`config.mk`:
```
export PLATFORM = sky130hd
export DESIGN_NAME = bus_dest_regfile
export DESIGN_NICKNAME = d
export VERILOG_FILES = /design/src/rtl/bus_dest_regfile.sv
export SDC_FILE = /design/constraint.sdc
export NUM_CORES = 1
export LEC_CHECK = 0
export CORE_AREA = 5 5 296 298
export DETAILED_ROUTE_END_ITERATION = 12
export DIE_AREA = 0 0 301 303
export GPL_TIMING_DRIVEN = 0
export SYNTH_ARGS = -nofsm -noshare
export SYNTH_HDL_FRONTEND = slang
export SYNTH_SLANG_ARGS = --single-unit
```
`constraint.sdc`:
```
create_clock -name clk -period 67.2 [get_ports clk]
set_input_delay 16.8 -clock clk [delete_from_list [all_inputs] [get_ports clk]]
set_output_delay 16.8 -clock clk [all_outputs]
set_load 0.05 [all_outputs]
```
`src/rtl/bus_dest_regfile.sv`:
```
// Bus destination register file: R0-R15, HI, LO, PC, MAR, source-select encoder, conflict flag.
// Optional: define R0_ZERO_GATE_EN to make a base-address read of R0 put 0 on the bus.

module gpr_reg (
   input  logic        clk,
   input  logic        clr,
   input  logic        we,
   input  logic [31:0] d,
   output logic [31:0] q
);
   always_ff @(posedge clk or posedge clr) begin
      if (clr)     q <= '0;
      else if (we) q <= d;
   end
endmodule

module bus_dest_regfile (
   input  logic         clk,
   input  logic         clr,
   input  logic [31:0]  bus_in,
   input  logic [31:0]  ir,
   input  logic         gra,
   input  logic         grb,
   input  logic         grc,
   input  logic         r_in,
   input  logic         r_out,
   input  logic         ba_out,
   input  logic         hi_in,
   input  logic         lo_in,
   input  logic         pc_in,
   input  logic         pc_inc,
   input  logic         mar_in,
   input  logic         hi_out,
   input  logic         lo_out,
   input  logic         zhi_out,
   input  logic         zlo_out,
   input  logic         pc_out,
   input  logic         mdr_out,
   input  logic         inport_out,
   input  logic         c_out,
   output logic [511:0] gpr_flat,
   output logic [31:0]  hi,
   output logic [31:0]  lo,
   output logic [31:0]  pc,
   output logic [31:0]  mar,
   output logic [31:0]  c_sign_extended,
   output logic [4:0]   bus_select,
   output logic         bus_conflict
);
   localparam int NUM_GPR = 16;

   localparam logic [4:0] SEL_HI   = 5'd16;
   localparam logic [4:0] SEL_LO   = 5'd17;
   localparam logic [4:0] SEL_ZHI  = 5'd18;
   localparam logic [4:0] SEL_ZLO  = 5'd19;
   localparam logic [4:0] SEL_PC   = 5'd20;
   localparam logic [4:0] SEL_MDR  = 5'd21;
   localparam logic [4:0] SEL_IN   = 5'd22;
   localparam logic [4:0] SEL_C    = 5'd23;
   localparam logic [4:0] SEL_NONE = 5'd31;

   logic [NUM_GPR-1:0][31:0] gpr;
   logic [3:0]               idx;
   logic                     idx_vld;
   logic                     gpr_rd;
   logic                     gpr_zero;
   logic [8:0]               src;
   logic                     multi_src;

   always_comb begin
      idx     = 4'd0;
      idx_vld = 1'b1;
      if (gra)      idx = ir[26:23];
      else if (grb) idx = ir[22:19];
      else if (grc) idx = ir[18:15];
      else          idx_vld = 1'b0;
   end

   assign gpr_rd = (r_out | ba_out) & idx_vld;

`ifdef R0_ZERO_GATE_EN
   // Base-address read of R0 yields zero; an explicit r_out still reads the real R0.
   assign gpr_zero = ba_out & ~r_out & idx_vld & (idx == 4'd0);
`else
   assign gpr_zero = 1'b0;
`endif

   always_comb begin
      bus_select = SEL_NONE;
      if (gpr_rd)          bus_select = gpr_zero ? SEL_NONE : {1'b0, idx};
      else if (hi_out)     bus_select = SEL_HI;
      else if (lo_out)     bus_select = SEL_LO;
      else if (zhi_out)    bus_select = SEL_ZHI;
      else if (zlo_out)    bus_select = SEL_ZLO;
      else if (pc_out)     bus_select = SEL_PC;
      else if (mdr_out)    bus_select = SEL_MDR;
      else if (inport_out) bus_select = SEL_IN;
      else if (c_out)      bus_select = SEL_C;
   end

   // More than one bit set iff clearing the lowest set bit leaves something.
   assign src       = {gpr_rd, hi_out, lo_out, zhi_out, zlo_out, pc_out, mdr_out, inport_out, c_out};
   assign multi_src = |(src & (src - 9'd1));

   assign c_sign_extended = {{13{ir[18]}}, ir[18:0]};

   genvar g;
   generate
      for (g = 0; g < NUM_GPR; g++) begin : g_gpr
         gpr_reg u_gpr (
            .clk (clk),
            .clr (clr),
            .we  (r_in & idx_vld & (idx == 4'(g))),
            .d   (bus_in),
            .q   (gpr[g])
         );
      end
   endgenerate

   assign gpr_flat = gpr;

   always_ff @(posedge clk or posedge clr) begin
      if (clr) begin
         hi           <= '0;
         lo           <= '0;
         mar          <= '0;
         pc           <= '0;
         bus_conflict <= 1'b0;
      end else begin
         if (hi_in)  hi  <= bus_in;
         if (lo_in)  lo  <= bus_in;
         if (mar_in) mar <= bus_in;
         if (pc_in)       pc <= bus_in;
         else if (pc_inc) pc <= pc + 32'd1;
         if (multi_src) bus_conflict <= 1'b1;
      end
   end
endmodule

```
Word-level counts from Yosys, hierarchy flattened. Index checks and enable logic that the tools add are counted.

Output and inout bits: 678. Word-level logic and storage cells: 78. Input port bits: 85. Register bits: 641.

Reduce and logical (&&, ||, !) cells: 3. Equal/unequal tests: 15. Multiplexer cells: 17. Add/subtract/negate cells: 2. Bitwise operators: 20.

Operator list (number): 32-bit two-way mux (2); 4-bit two-way mux (11); 32-bit by 1-bit adder with 32-bit output, second input constant (1); 4-bit equality test, second input constant (8); 1-bit bitwise AND (18); 4-bit by 3-bit equality test with 1-bit output, second input constant (4); 9-bit bitwise AND (1); 9-bit OR reduction (1); 9-bit by 1-bit subtractor with 9-bit output, second input constant (1); 4-bit by 2-bit equality test with 1-bit output, second input constant (2); 5-bit two-way mux (1); 4-bit by 1-bit equality test with 1-bit output, second input constant (1); 4-bit logical NOT (1); 1-bit two-way mux (3); 2-bit nonzero test (1); 1-bit OR (1).

Longest topological paths before layout. Gate-level depths: netlist (run 1).

Depth after elaboration: 9. Gate-level depth with buffers: 8. Depth with buffers taken out: 6.

Hierarchy. A second synthesis (run 1) with hierarchy kept.

Cells, all modules: 1644. Area, all modules: 27770.4 um^2.

By module, submodules not included: gpr_reg (area an instance 1348.8 um^2, cells an instance 69, times used 16, sequential area each 800.8 um^2); bus_dest_regfile (area an instance 6189.7 um^2, cells an instance 540, times used 1, sequential area each 3228.1 um^2).

Worst setup path before layout (run 1). OpenSTA, ideal clock, no wires.

Kind: input to output. Start point: input port gra. End point: output port bus_select[0]. Data required time: 50.400 ns. Setup slack: 31.648 ns. Arrival: 18.752 ns. Cell stages on the path: 5. Buffers on the path: 2. Cells stage by stage: buf_2 -> o32ai_1 -> clkbuf_1 -> nor2_1 -> a21oi_1.

Longest elaborated chain between the ends: 3. Elaborated cells on any way between the ends: 4. Those cells by class: mux: 3; bitwise: 1.

Ends and longest elaborated chain: start: declaration (RTL line 22) `input logic gra,`; 1-bit two-way mux (RTL line 73) `if (gra) idx = ir[26:23];`; 1-bit bitwise AND (RTL line 79) `assign gpr_rd = (r_out | ba_out) & idx_vld;`; 5-bit two-way mux * (RTL line 90) `if (gpr_rd) bus_select = gpr_zero ? SEL_NONE : {1'b0, idx};`; end: declaration (RTL line 47) `output logic [4:0] bus_select,`.

Every way passes the cells marked *; elsewhere a longest branch is shown, timed or not.

Worst setup path after layout (run 1).
Start point: input port grc. End point: output port bus_select[1].

Longest elaborated chain between the ends: 5. Elaborated cells on any way between the ends: 8. Those cells by class: mux: 7; bitwise: 1.

Ends and longest elaborated chain: start: declaration (RTL line 24) `input logic grc,`; 1-bit two-way mux (RTL line 75) `else if (grc) idx = ir[18:15];`; 1-bit two-way mux (RTL line 74) `else if (grb) idx = ir[22:19];`; 1-bit two-way mux (RTL line 73); 1-bit bitwise AND (RTL line 79); 5-bit two-way mux * (RTL line 90).

Marks and branches as above.

==> results of run 1 <==
## synthesized netlist by cell type, drive strengths merged (8+ instances only)
library cell	count
xor2	20
clkbuf	79
nand3	14
and3	9
o21ai	36
xnor2	11
nor2	12
mux2	609
dfrtp	641
nand2	54
nand4	14
a21oi	8
buf	92
## final cells by class
type                    count  area (µm²)  share of cell area
flip-flops and latches    641       16040              0.4453
multi-input cells         834        8167              0.2267
repair buffers            707        7147              0.1984
clock buffers             106        2082             0.05780
well taps                1144        1431             0.03973
plain buffers             171       848.3             0.02355
clock inverters            20       261.5            0.007259
inverters                   7       33.78           0.0009378
diodes                      5       12.51           0.0003473
## worst max-delay path: stages
cell,delay [ns]
clkdlybuf4s50_1,0.54
o32ai_1,0.48
clkbuf_1,0.39
o311ai_0,0.20
o21ai_0,0.27
clkdlybuf4s50_1,0.94
## how the worst max path moves through the flow
stage                                             end  start
detailed placement                      bus_select[1]    grc
global route                            bus_select[1]    grc
finish                                  bus_select[1]    grc
global placement    g_gpr[12].u_gpr.q[10]$_DFFE_PP0P_    clr
CTS                                     bus_select[1]    grc
floorplan                               bus_select[0]    gra
## layer usage
layer	up-vias	global-route usage	wire length [µm]
met3	137	0.06218	7634
met4	0	0.06485	2809
met5	-	0	0
met2	650	0.3511	47570
met1	8859	0.2352	36090
li1	7318	-	-
## cell families (layout without fill, tap and decap cells)
kind of cell	Yosys count	after routing	share of synthesized area
multiplexers	610	610	0.2738
AO/OA/AOI/OAI	54	54	0.01267
other	0	5	0
AND/OR/NAND/NOR	137	137	0.02739
flip-flops	641	641	0.6395
adder cells (fa/ha/maj)	2	2	0.0008979
XOR/XNOR	31	31	0.01083
buffers and inverters	178	1011	0.03487
## power by group
| group | switching (mW) | internal, mW | total (mW) |
|---|---|---|---|
| clock | 0.162 | 0.228 | 0.391 |
| combinational | 0.550 | 0.278 | 0.828 |
| sequential | 0.0663 | 0.501 | 0.567 |
| total | 0.779 | 1.01 | 1.79 |
## flip-flops by register name, indices dropped and copies added, names as in the netlist
signal	flops
bus_conflict	1
lo	32
hi	32
g_gpr.u_gpr.q	512
mar	32
pc	32
## metrics by stage
step	util	total power, mW	std cells
floorplan	-	1.093	1653
global placement	0.3965	1.396	3500
detailed placement	0.3979	1.406	3504
CTS	0.4256	1.806	3630
global route	0.4256	1.852	3631
finish	0.4258	1.786	3635
==> impl_results.md, run 1 <==
- Status: finished, final reports clean
- Final Max Slew Viols: 0
- WHS Path Cells: 1
- Synth cell types: 44
- Layout Skew: 0.02308 ns
- R2R setup slack: 64.79 ns
- Most common cell after layout, fill and taps aside: clkdlybuf4s50_1
- Cell taking the most area after synthesis: dfrtp_1
- Initial DRC Count: 894
- Final worst slack: 30.79 ns
- Die height: 303 µm
- Commonest non-fill, non-tap cells in the layout: clkdlybuf4s50_1 (703), dfrtp_1 (641), mux2_2 (602), clkbuf_1 (99), clkbuf_16 (74)
- Number of post-CTS setup repair buffers: 0
- Clk root buf: clkbuf_16
- All-Layer GR Usage: 0.2002
- Syn Inst Count: 1653
- Area post-placement: 33670 µm²
- Placer Congestion: 0.8349
- PD cells: 49.58 nW/µm²
- Initial Util: 0.2964
- RSZ-0062 raised after global routing: false
- Crit. End Element: output port
- Syn_nets: 1739
- Nets@finish: 2522
- Critical path peak fanout: 10
- Worst-Margin Slew: 1.339 ns
- First-pass GRT wire length: 134.0 mm
- Final Hold Viols: 0
- Die area: 91200 µm²
- Synthesized cell area: 25080 µm²
- DP HPWL: 71.20 mm
- Final WL: 94.11 mm
- Rel. slew slack: 0.1071
- EDFF count, synth: 0
- Final TNS setup: 0 ns
- Largest net degree at the start of global routing: 132
- Pre-CTS setup slack: 30.74 ns
- Worst r2r dst: pc[31]$_DFFE_PP0P_
- Clk sinks: 641
- Syn Area/Cell: 15.17 µm²
- End point of the worst hold path: g_gpr[11].u_gpr.q[24]$_DFFE_PP0P_
- Min Hold Slack: 0.4907 ns
- IO Pins: 763
- Worst min-delay path class: flop to flop
- Syn-to-layout area delta: 43.62%
- Vias in the first global route: 18420
- Fmax: 27.46 MHz
- Top-area cell type share of the netlist area: 0.6395
- Pleak: 15.30 nW
- TritonCTS clock tree: built
- Min-delay src: g_gpr[11].u_gpr.q[24]$_DFFE_PP0P_
- Worst setup SP type: primary input
- Post-cts sizing count: 0
- Share of layout cells above drive strength 1: 0.3214
- Filler cells: 7764
- Hold_buf cts: 0
- GRT overflow: 0
- Vias/cell: 4.667
- Post-synthesis sequential area ratio: 0.6395
- Num rows: 107
- Routed len/inst: 25.89 µm
- Maximum vdd drop: 0.02965 mV
- Clock Tree Buf Depth: 3
- Max cap viols: 0
- Initial antenna violation count: 9
- Tmin final: 36.41 ns
- CP required: 50.40 ns
- Die width: 301 µm
- Async SR Flop Fraction: 1.000
- DRT antenna net count: 0
- Crit path kind: primary input to output port
- CORE AREA: 84610 µm²
- H-tree levels: 3
- Period utilization: 0.5418
- Final instance area: 36020 µm²
- FF+latch count, synth: 641
- Worst reg2reg startpoint: pc[15]$_DFFE_PP0P_
- Clock slew at the register clock pins of the worst setup and hold paths: 0.05 ns
- Dominant synthesized flop cell: dfrtp_1
- Drc violations: 0
- Port bufs: 703
- Clk Latency, worst-skew pair: 0.61 ns
- Iteration count of the initial detailed-routing pass: 7
- Top cells by area, synth: dfrtp_1 (64%), mux2_2 (27%), clkbuf_1 (1.2%)
- DR vias: 16960
- TritonCTS buffer count: 74
- Worst Path Arrival: 19.61 ns
- Ys Warns: 0
- Endpoints failing setup: 0
- Path depth of the worst reg2reg path: 6
Power figures use the tool's default switching activity.
==> run 2, diff against run 1 <==
Settings changed: CORE_AREA 5 5 296 298 to 5 5 295 297, DIE_AREA 0 0 301 303 to 0 0 300 302.
Clock period 67.2 ns to 30.1 ns, I/O delays scaled along.
==> impl_results.md, run 2 (synthesis gave the netlist of run 1 again) <==
- Endpoints failing setup: 0 (unchanged)
- Routed len/inst: 25.72 µm (-0.67%)
- Worst-Margin Slew: 1.249 ns (-0.09055 ns)
- Most common cell after layout, fill and taps aside: clkdlybuf4s50_1
- Clk Latency, worst-skew pair: 0.60 ns (about the same)
- Min Hold Slack: 0.4933 ns (+0.002597 ns)
- R2R setup slack: 27.69 ns (-37.10 ns)
- Final Max Slew Viols: 0 (unchanged)
- Period utilization: 0.5949
- Die area: 90600 µm² (-0.66%)
- Placer Congestion: 0.8980 (+7.6%)
- Max reg flops: 512 (unchanged)
- Final WL: 92.09 mm (-2.1%)
- Vias/cell: 4.713 (+0.99%)
- Worst r2r dst: pc[20]$_DFFE_PP0P_
- Worst Path Arrival: 10.38 ns (-9.23 ns)
- Tmin final: 17.91 ns
- DR vias: 16880 (-0.51%)
- Die width: 300 µm (-0.33%)
- Pre-CTS setup slack: 12.15 ns (-18.59 ns)
- Worst min-delay path class: flop to flop
- Pleak: 15.36 nW (+0.36%)
- Filler cells: 7724 (-0.52%)
- Reg area: 16040 µm² (unchanged)
- Initial DRC Count: 835 (-6.6%)
- Clock Tree Buf Depth: 3 (unchanged)
- End point of the worst hold path: g_gpr[11].u_gpr.q[25]$_DFFE_PP0P_
- Share of layout cells above drive strength 1: 0.3232 (+0.001751)
- Clock slew at the register clock pins of the worst setup and hold paths: 0.06 ns (about the same)
- PD cells: 111.3 nW/µm² (+120%)
- Path depth of the worst reg2reg path: 7 (+1)
- Syn-to-layout area delta: 43.71% (about the same)
- IO Pins: 763 (unchanged)
- Port bufs: 703 (unchanged)
- H-tree levels: 3 (unchanged)
- All-Layer GR Usage: 0.1978 (-0.002416)
- Clk sinks: 641 (unchanged)
- WHS Path Cells: 1 (unchanged)
- Reg with most FFs: g_gpr.u_gpr.q
- Die height: 302 µm (-0.33%)
- Worst reg2reg startpoint: pc[0]$_DFFE_PP0P_
- Min-delay src: g_gpr[11].u_gpr.q[25]$_DFFE_PP0P_
- DP HPWL: 69.49 mm (-2.4%)
- Vias in the first global route: 18200 (-1.2%)
- Drc violations: 0 (unchanged)
- Critical path peak fanout: 10 (unchanged)
- Iteration count of the initial detailed-routing pass: 5 (-2)
- RSZ-0062 raised after global routing: false
- Clk root buf: clkbuf_16
- Crit. End Element: output port
- First-pass GRT wire length: 131.6 mm (-1.8%)
- Hold_buf cts: 0 (unchanged)
- Maximum vdd drop: 0.05974 mV (+100%)
- Worst setup SP type: primary input
- Commonest non-fill, non-tap cells in the layout: clkdlybuf4s50_1 (703), dfrtp_1 (641), mux2_2 (602), clkbuf_1 (96), clkbuf_16 (72)
- Initial Util: 0.2974 (+0.0009411)
- Max cap viols: 0 (unchanged)
- Rel. slew slack: 0.1675 (+0.06037)
- Number of post-CTS setup repair buffers: 0 (unchanged)
- Post-cts sizing count: 0 (unchanged)
- Crit path kind: primary input to output port
- Fmax: 55.85 MHz
- Final Hold Viols: 0 (unchanged)
- Area of the multi-input gates: 8167 µm² (unchanged)
- Nets@finish: 2520 (-0.079%)
- Layout Skew: 0.01045 ns (-0.01264 ns)
- Status: finished, final reports clean
- Final worst slack: 12.19 ns (-18.59 ns)
- CP required: 22.58 ns (-27.82 ns)
- CORE AREA: 84340 µm² (-0.32%)
- Initial antenna violation count: 8 (-1)
- Final TNS setup: 0 ns (unchanged)
- TritonCTS clock tree: built
- Largest net degree at the start of global routing: 134 (+1.5%)
- TritonCTS buffer count: 71 (-4.1%)
- Num rows: 107 (unchanged)
- DRT antenna net count: 0 (unchanged)
- GRT overflow: 0 (unchanged)
[run 2: per-stage QoR]
| step | instance area [µm²] | utilization | cells | power (mW) |
|---|---|---|---|---|
| final | 36040 | 0.4274 | 3581 | 4.012 |
| after global routing | 36040 | 0.4273 | 3578 | 4.156 |
| after CTS | 36040 | 0.4273 | 3578 | 4.052 |
| after detailed placement | 33630 | 0.3987 | 3451 | 3.139 |
| after global placement | 33480 | 0.3970 | 3446 | 3.120 |
| after floorplan | 25080 | - | 1653 | 2.439 |
[run 2: worst max path at each step]
stage / start / end / slack (ns)
2_1_floorplan: clr / bus_conflict$_DFFE_PP0P_ / 4.62
4_1_cts: grc / bus_select[1] / 12.13
3_5_place_dp: grc / bus_select[1] / 12.15
6_report: grc / bus_select[1] / 12.19
5_1_grt: grc / bus_select[1] / 12.03
3_3_place_gp: clr / g_gpr[12].u_gpr.q[10]$_DFFE_PP0P_ / -2.32
[run 2: cell type report]
class                   count  area share
diodes                      3   0.0002083
plain buffers             171     0.02354
clock buffers             105     0.05759
clock inverters            22    0.009268
inverters                   7   0.0009372
multi-input cells         834      0.2266
flip-flops and latches    641      0.4450
well taps                1090     0.03784
repair buffers            708      0.1990
[run 2: where the power goes]
part / internal, mW / leakage [nW] / switching, mW
registers: 1.12 / 7.83 / 0.146
logic: 0.622 / 6.35 / 1.23
clock network: 0.533 / 1.17 / 0.363
[run 2: per-layer routing]
| layer | global-route usage | part of all wire | vias up |
|---|---|---|---|
| li1 | - | - | 7306 |
| met1 | 0.2324 | 0.38 | 8770 |
| met2 | 0.3422 | 0.50 | 662 |
| met3 | 0.07163 | 0.092 | 139 |
| met4 | 0.05741 | 0.030 | 0 |
| met5 | 0 | 0 | - |
[run 2: critical path: stages]
cell and delay (ns):
clkdlybuf4s50_1 0.52, o32ai_1 0.56, clkbuf_1 0.42, o311ai_0 0.36, o21ai_0 0.16, clkdlybuf4s50_1 0.83
